==> src/rtl/scanner_serial_tx.sv <==
// Scanner serial transmitter: buffers up to DEPTH samples, then shifts them out MSB-first on a divided clock.
// Optional build macro PARITY_EN appends an even-parity bit to every word.
module scanner_serial_tx #(
    parameter int DATA_W  = 8,
    parameter int DEPTH   = 4,
    parameter int CLK_DIV = 4
) (
    input  logic                         clk,
    input  logic                         rst,
    input  logic [1:0]                   cmd,
    input  logic [DATA_W-1:0]            sampleIn,
    input  logic                         sampleValid,
    input  logic                         readyForTransferIn,
    output logic                         clkOut,
    output logic                         dataOut,
    output logic                         frameOut,
    output logic                         readyForTransferOut,
    output logic                         commandDoneBit,
    output logic [2:0]                   ps,
    output logic [$clog2(DEPTH+1)-1:0]   wordCount,
    output logic                         overflow
);

    // Handshake: readyForTransferOut advertises pending data in WAIT; readyForTransferIn
    // grants the transfer and, during XFER, must be high for the low phase of clkOut to advance.
    localparam int CW = $clog2(DEPTH+1);
    localparam int MEM_N = 1 << CW;
`ifdef PARITY_EN
    localparam int FRAME = DATA_W + 1;
`else
    localparam int FRAME = DATA_W;
`endif
    localparam int BIT_W = $clog2(FRAME+1);
    localparam int DIV_W = $clog2(CLK_DIV+1);

    localparam logic [2:0] IDLE = 3'd0;
    localparam logic [2:0] SCAN = 3'd1;
    localparam logic [2:0] WAIT = 3'd2;
    localparam logic [2:0] XFER = 3'd3;
    localparam logic [2:0] DONE = 3'd4;

    logic [2:0]        ns;
    logic [DATA_W-1:0] mem [MEM_N];
    logic [DIV_W-1:0]  divCnt;
    logic [BIT_W-1:0]  bitIdx;
    logic [CW-1:0]     wordIdx;
    logic [CW-1:0]     countNext;
    logic              abort, divDone, riseTick, fallTick, lastBit;
    logic [BIT_W-1:0]  nxtBitIdx;
    logic [CW-1:0]     nxtWordIdx;
    logic [DATA_W-1:0] nxtWord, shifted;
    logic              nxtData;

    assign abort     = (cmd == 2'b10);
    assign countNext = wordCount + CW'(sampleValid);
    assign divDone   = (divCnt == DIV_W'(CLK_DIV-1));
    assign riseTick  = (ps == XFER) && !clkOut && readyForTransferIn && divDone;
    assign fallTick  = (ps == XFER) && clkOut && divDone;
    assign lastBit   = (bitIdx == BIT_W'(FRAME-1)) && (wordIdx == wordCount - CW'(1));

    // Position and value of the bit presented after the current falling toggle.
    always_comb begin
        nxtBitIdx  = bitIdx + BIT_W'(1);
        nxtWordIdx = wordIdx;
        if (bitIdx == BIT_W'(FRAME-1)) begin
            nxtBitIdx  = '0;
            nxtWordIdx = wordIdx + CW'(1);
        end
        nxtWord = mem[nxtWordIdx];
        shifted = nxtWord << nxtBitIdx;
`ifdef PARITY_EN
        nxtData = (nxtBitIdx == BIT_W'(DATA_W)) ? ^nxtWord : shifted[DATA_W-1];
`else
        nxtData = shifted[DATA_W-1];
`endif
    end

    always_ff @(posedge clk or negedge rst) begin
        if (!rst) ps <= IDLE;
        else      ps <= ns;
    end

    always_comb begin
        ns = ps;
        case (ps)
            IDLE: if (cmd == 2'b01) ns = SCAN;
            SCAN: begin
                if (countNext == CW'(DEPTH))  ns = WAIT;
                else if (cmd == 2'b11)        ns = (countNext != '0) ? WAIT : DONE;
            end
            WAIT: if (readyForTransferIn) ns = XFER;
            XFER: if (fallTick && lastBit) ns = DONE;
            DONE: ns = IDLE;
            default: ns = IDLE;
        endcase
        if (abort) ns = IDLE;
    end

    always_comb begin
        frameOut            = (ps == XFER);
        readyForTransferOut = (ps == WAIT);
        commandDoneBit      = (ps == DONE);
    end

    // Buffer contents need no reset.
    always_ff @(posedge clk) begin
        if (ps == SCAN && sampleValid && !abort) mem[wordCount] <= sampleIn;
    end

    always_ff @(posedge clk or negedge rst) begin
        if (!rst) begin
            clkOut    <= 1'b0;
            dataOut   <= 1'b0;
            divCnt    <= '0;
            bitIdx    <= '0;
            wordIdx   <= '0;
            wordCount <= '0;
            overflow  <= 1'b0;
        end else begin
            if (sampleValid && (ps == WAIT || ps == XFER || ps == DONE)) overflow <= 1'b1;
            if (abort) begin
                clkOut    <= 1'b0;
                dataOut   <= 1'b0;
                divCnt    <= '0;
                bitIdx    <= '0;
                wordIdx   <= '0;
                wordCount <= '0;
            end else begin
                case (ps)
                    IDLE: if (cmd == 2'b01) begin
                        wordCount <= '0;
                        overflow  <= 1'b0;
                    end
                    SCAN: if (sampleValid) wordCount <= countNext;
                    WAIT: if (readyForTransferIn) begin
                        clkOut  <= 1'b0;
                        divCnt  <= '0;
                        bitIdx  <= '0;
                        wordIdx <= '0;
                        dataOut <= mem[0][DATA_W-1];
                    end
                    XFER: begin
                        if (riseTick) begin
                            clkOut <= 1'b1;
                            divCnt <= '0;
                        end else if (fallTick) begin
                            clkOut <= 1'b0;
                            divCnt <= '0;
                            if (lastBit) begin
                                dataOut <= 1'b0;
                            end else begin
                                bitIdx  <= nxtBitIdx;
                                wordIdx <= nxtWordIdx;
                                dataOut <= nxtData;
                            end
                        end else if (clkOut || readyForTransferIn) begin
                            divCnt <= divCnt + DIV_W'(1);
                        end
                    end
                    DONE: begin
                        wordCount <= '0;
                        clkOut    <= 1'b0;
                        dataOut   <= 1'b0;
                    end
                    default: ;
                endcase
            end
        end
    end

endmodule

==> config.mk <==
export PLATFORM = sky130hd
export DESIGN_NAME = scanner_serial_tx
export DESIGN_NICKNAME = d
export VERILOG_FILES = /design/src/rtl/scanner_serial_tx.sv
export SDC_FILE = /design/constraint.sdc
export NUM_CORES = 1
export LEC_CHECK = 0
export ABC_AREA = 1
export ABC_CLOCK_PERIOD_IN_PS = 4600
export CORE_UTILIZATION = 62
export DETAILED_ROUTE_END_ITERATION = 8
export PLACE_DENSITY = 0.87
export SETUP_SLACK_MARGIN = 0.5
export SLEW_MARGIN = 20
export SYNTH_ARGS = -nofsm -noshare
export SYNTH_HDL_FRONTEND = slang
export SYNTH_SLANG_ARGS = --single-unit
==> constraint.sdc <==
create_clock -name clk -period 4.6 [get_ports clk]
set_input_delay 1.38 -clock clk [delete_from_list [all_inputs] [get_ports clk]]
set_output_delay 1.38 -clock clk [all_outputs]
set_load 0.01 [all_outputs]
After elaboration in Yosys (flattened, before gate mapping). Memories as Yosys holds them, arrays and structs flattened. Index checks and enable logic that the tools add are counted. Widths: inputs -> output; s select.

Register bits: 19. Bits in writable memories: 64. Input bits: 14. Memories: 1. Output and inout bits: 12. Logic and storage cells: 110.

Equality and inequality tests: 21. Reductions and logical operators: 26. Multiplexer cells: 48. Shift operators: 1. Add/subtract/negate cells: 5.

Memories: mem (depth 8, bits a word 8, rd ports 2, clocked after Yosys merged registers in 0, wr ports 1, line 43) `logic [DATA_W-1:0] mem [MEM_N];`.

Operators by type and width (number): $mux 3 (20); $mux 4 (6); $mux 1 (15); $ne 3x3->1 const B (4); $pmux 3 s2 (2); $pmux 3 s4 (1); $logic_and 1x1->1 (10); $eq 3x2->1 const B (3); $pmux 3 s3 (1); $reduce_and 3->1 (3); $pmux 4 s2 (1); $reduce_and 4->1 (2); $reduce_bool 4->1 (2); $shl 8x4->8 (1); $add 3x1->3 const B (2); $eq 3x3->1 const B (2); $ne 3x1->1 const B (2); $pmux 1 s3 (2); $reduce_bool 3->1 (2); $ne 5x1->1 const B (1); $reduce_and 5->1 (1); $add 4x1->4 const B (1); $eq 2x2->1 const B (2); $eq 4x3->1 const B (1); other kinds (11) (14).

Depth between registers and ports, before layout. An unclocked memory read counts as a cell.

Depth after elaboration: 9. Mapped depth: 16. Depth with buffers taken out: 15.

Worst setup path after synthesis. No wires, ideal clock.

Path type: in2reg. Start point: input cmd[0]. End point: register divCnt[2]. Slack: 1652 ps. Library setup time: 130 ps. Stages on the path: 12. Path buffers: 0. Required time: 4470 ps. Arrival time: 2819 ps. Path through: inv_1 > ha_1 > inv_1 > nand2_1 > nor2_1 > inv_1 > a21oi_1 > a21oi_1 > nand2_1 > inv_1 > o21ai_0 > o21ai_0.

Word-level cells in the longest chain between the ends: 3. Elaborated cells on any way between the ends: 6. Classes of those cells: 3 x eq/ne; 1 x mux; 2 x reduce/logical.

Ends and longest elaborated chain: start, declared (line 10) `input logic [1:0] cmd,`; $eq 2x2->1 * (line 54) `assign abort = (cmd == 2'b10);`; $ne 5x1->1 (no line), or another cell as far along; $reduce_and 3->1 (no line); end signal, assigned (line 157) `divCnt <= divCnt + DIV_W'(1);`; end, declared (line 44) `logic [DIV_W-1:0] divCnt;`.

Mark *: on every way between the ends. The rest lies on a longest branch, timed or not. A chain may end at the register's enable or synchronous reset.

Worst setup path in the final report. Same ends and word-level chain as after synthesis.

==> results <==
- The run finished with clean final reports.
- The kind of launch point of the worst setup path is an input pin.
- The vertical die dimension is approximately 81 um.
- In the final layout, the share of cells above drive strength 1 is 0.0813.
- The arrival time at the worst endpoint is ~3800 ps.
- In the finished design, the share of the clock period the worst path needs comes to 0.764.
- The count of cells in the finished layout, fillers not included, comes to about 500.
- The final weighted congestion in routability-driven placement is 0.903.
- The analysis attributes to net switching a power of around 0.53 mW.
- The clock reaches the later pin of the worst-skew pair after 350 ps.
- Setup violations remaining at the end of the flow were counted as 0.
- The combined area of the multi-input logic cells is about 1300 um2.
- The sum of negative setup slack is 0 ps.
- The tree built by TritonCTS fans out to 83 sinks.
- The slew at the pin closest to its max-slew limit is approximately 860 ps.
- The first-pass GRT wire length is roughly 13 mm.
- In this run the clock root is driven by a sky130_fd_sc_hd__clkbuf_8.
- Measured on the finished design, the core utilization comes to 0.745.
- The critical path class is input pin to flip-flop.
- The headroom to the max-slew limit is 0.426.
- The primary flip-flop cell chosen by synthesis mapping is sky130_fd_sc_hd__edfxtp_1.
- After detailed routing, the average wire length per cell comes to between 15 and 20 um.
- The worst setup path is captured at a flip-flop.
- The top fanout value on the critical path is 7.
- Setup repair after global routing left no endpoint under its margin.
- Wires add up to roughly 8.5 mm.
- Clock tree synthesis inserted a total of 9 buffers.
- Counting flops and latches in the post-synthesis netlist gives a little over 80.
- The total setup buffers inserted after CTS is 0.
- The iteration count of the initial detailed-routing pass is 5.
- The iteration-0 DRC count of the detailed router is roughly 330.
- In this run the power density over the cells is a little over 400 nW/um2.
- The total routing resource utilization after global routing is 0.280.
- The antenna diode instance count is 0.
- In this run the horizontal extent of the chip is between 80 and 90 um.
- The total DRC errors in the routed layout is 0.
- The total overflow left after global routing is 0.
- In this run the register-to-register setup slack is ~2000 ps.
- The average cell area after synthesis is approximately 10 um2.
- TritonCTS built the clock tree.
- The number of hold-repair buffers added at the cts stage is 0.
- The library cell occupying the most area in the post-synthesis netlist is sky130_fd_sc_hd__edfxtp_1.
- The share of synthesized area occupied by flip-flops and latches is 0.613.
- The worst-case IR drop observed on VDD is roughly 270 uV.
- The share of total power dissipated in combinational logic is 0.209.
- The stage delay of the slowest cell on the critical path is 500 ps.
- After synthesis, the most frequently instantiated cells are sky130_fd_sc_hd__nand2_1 (87), sky130_fd_sc_hd__nand3_1 (80), sky130_fd_sc_hd__edfxtp_1 (64).
- In the synthesized netlist, the number of instances is approximately 380.
- The vias after detailed routing is between 2000 and 3000.
- The post-layout minimum cycle time is between 3000 and 4000 ps.
- In the final design database the tool counted approximately 440 nets.
- The number of max-slew violations in the final report was 0.
- Ranked by total cell area, the synthesized netlist is headed by sky130_fd_sc_hd__edfxtp_1 (49%), sky130_fd_sc_hd__dfrtp_1 (12%), sky130_fd_sc_hd__nand3_1 (10%).
- The area of all sequential standard cells is between 2000 and 2500 um2.
- The number of different library cells in the post-synthesis netlist is 30.
- For this run, asynchronously set or reset flops after synthesis account for 0.229.
- The half-perimeter wire length after detailed placement is approximately 5.4 mm.
- Internal power comes to around 1.3 mW.
- After floorplanning, the core was divided into 28 placement rows.
- Of the post-synthesis cell area, the dominant cell type holds 0.491.
- The initial antenna violation count came to 0.
- The slowest stage of the critical path belongs to the cell sky130_fd_sc_hd__clkdlybuf4s50_1.
- Of the total power, the share spent switching nets is 0.285.
- For the final database, setup skew stands at about 4.6 ps.
- The post-placement worst setup slack is around 760 ps.
- The layout has roughly 380 filler cells.
- The region available for standard cell placement spans between 5000 and 6000 um2.
- Gates resized during post-CTS repair numbered 0.
- The number of enable-type register cells in the synthesized netlist is 64.
- The static leakage is about 1.8 nW.
- The final worst-path setup slack is around 1100 ps.
- The share of total power dissipated in the clock network is 0.309.
- The top-level port count is 26.
- The initial utilization of the core area, before any placement, comes to 0.653.
- Power comes to 1.85 mW.
- The pin count of the biggest net entering global routing is 33.
- Of the total power, registers draw 0.482.
- The number of endpoints with negative hold slack in the final report was 0.
- From synthesis to final layout, the design area changed by 14.0%.
- Counting tap cells, the placed design contains a total of approximately 480 instances.
- Derived from the worst setup path, the maximum achievable clock frequency is around 0.28 GHz.
- The worst hold-check path type is flip-flop to flip-flop.
- Dividing the detail-routed via count by the number of cells gives roughly 6.0.
- The max capacitance violation total is 0.
- The maximum buffer depth of the clock tree is 2.
- The most used standard cell by instance count after synthesis is sky130_fd_sc_hd__nand2_1.
- In this run the number of H-tree levels came out at 3.
- Input and output buffers added on the ports amount to 25.
- The die footprint is around 6600 um2.
- The count of antenna-violating nets left after detailed routing is 0.
- Clock-pin slew was measured on the worst setup and hold paths at roughly 80 ps.
- The critical path goes through clkdlybuf4s50_1 > inv_1 > ha_1 > inv_1 > nand2_1 > nor2_1 > inv_1 > a21oi_1 > a21oi_1 > nand2_1 > inv_1 > o21ai_0 > o21ai_0.
- The number of synthesis warnings is 0.
- The cell repeated most along the worst path is sky130_fd_sc_hd__inv_1.
- The via count of the first global-routing pass is between 2000 and 3000.
- The post-synthesis instance area is about 4000 um2.
- The total nets after synthesis is 400.
- The endpoint required time on the critical path is roughly 4800 ps.
-- logic make-up after synthesis --
family / Yosys count / synth area share
compound gates: 33 / 0.0505
simple gates: 203 / 0.237
xor+xnor: 6 / 0.0154
fa+ha+maj: 9 / 0.0288
buf+inv: 42 / 0.0525
flops: 83 / 0.613
mux: 1 / 0.00256
-- area by class of cell --
| cell class | count | share of cell area |
|---|---|---|
| clock buffer | 9 | 0.0278 |
| clock inverter | 7 | 0.0222 |
| inverter | 34 | 0.0286 |
| multi-input combinational | 252 | 0.293 |
| sequential | 83 | 0.537 |
| tap | 75 | 0.0210 |
| timing repair buffer | 33 | 0.0696 |
-- metrics by stage --
step | area (um2) | hold slack [ps]
6_report | 4460 | 500
5_1_grt | 4460 | 522
4_1_cts | 4460 | 503
3_5_place_dp | 4240 | 492
3_3_place_gp | 4240 | 470
2_1_floorplan | 3910 | 457
-- worst max-delay path, delay by kind of cell --
| kind | cells | cell delay, ps |
|---|---|---|
| buf+inv | 5 | 980 |
| simple gates | 3 | 590 |
| compound gates | 4 | 550 |
| fa+ha+maj | 1 | 250 |
-- layout by cell type (no fill, tap or decap), drive strengths merged --
cell type / synthesis / routed
nand4: 1 / 1
clkbuf: 0 / 9
clkdlybuf4s50: 0 / 25
a32oi: 1 / 1
a211o: 1 / 1
xor2: 4 / 4
buf: 8 / 8
o21a: 1 / 1
o21ai: 14 / 14
o31ai: 4 / 4
nor2: 18 / 18
xnor2: 2 / 2
nor3: 12 / 12
clkinvlp: 0 / 2
mux2i: 1 / 1
a21oi: 10 / 10
a31oi: 1 / 1
nand2: 90 / 90
bufinv: 0 / 2
clkinv: 0 / 1
edfxtp: 64 / 64
nand3b: 1 / 1
ha: 9 / 9
inv: 34 / 36
a211oi: 1 / 1
dfrtp: 19 / 19
nand3: 81 / 81
-- worst paths after layout --
kind	depth (start not counted)	from	end
setup / recovery	13	cmd[0]	divCnt[2]
hold / removal	1	divCnt[0]	divCnt[0]
setup reg to reg	14	bitIdx[0]	dataOut
hold reg to reg	1	divCnt[0]	divCnt[0]
max in group asynchronous	1	rst	wordCount[0]
min in group asynchronous	1	rst	divCnt[0]
-- power groups by stage --
stage | clock network (mW) | logic [mW] | registers [mW]
after floorplan | 0 | 0.221 | 0.913
after global placement | 0 | 0.367 | 0.905
after detailed placement | 0 | 0.381 | 0.907
after CTS | 0.577 | 0.384 | 0.890
after global routing | 0.603 | 0.432 | 0.897
final | 0.572 | 0.387 | 0.892
-- flip-flops by register name (all words and copies together), names as in the netlist, 3 cells and up --
register and flops:
divCnt 3, wordIdx 3, ps 3, wordCount 3, mem 64, bitIdx 4
-- metal layers --
layer | routed length, um | track usage | up-vias
met5 | 0 | 0 | -
li1 | - | - | 1385
met1 | 3280 | 0.337 | 1376
met4 | 317 | 0.180 | 0
met2 | 4280 | 0.463 | 167
met3 | 658 | 0.0533 | 34
(Power assumes the default switching activity.)
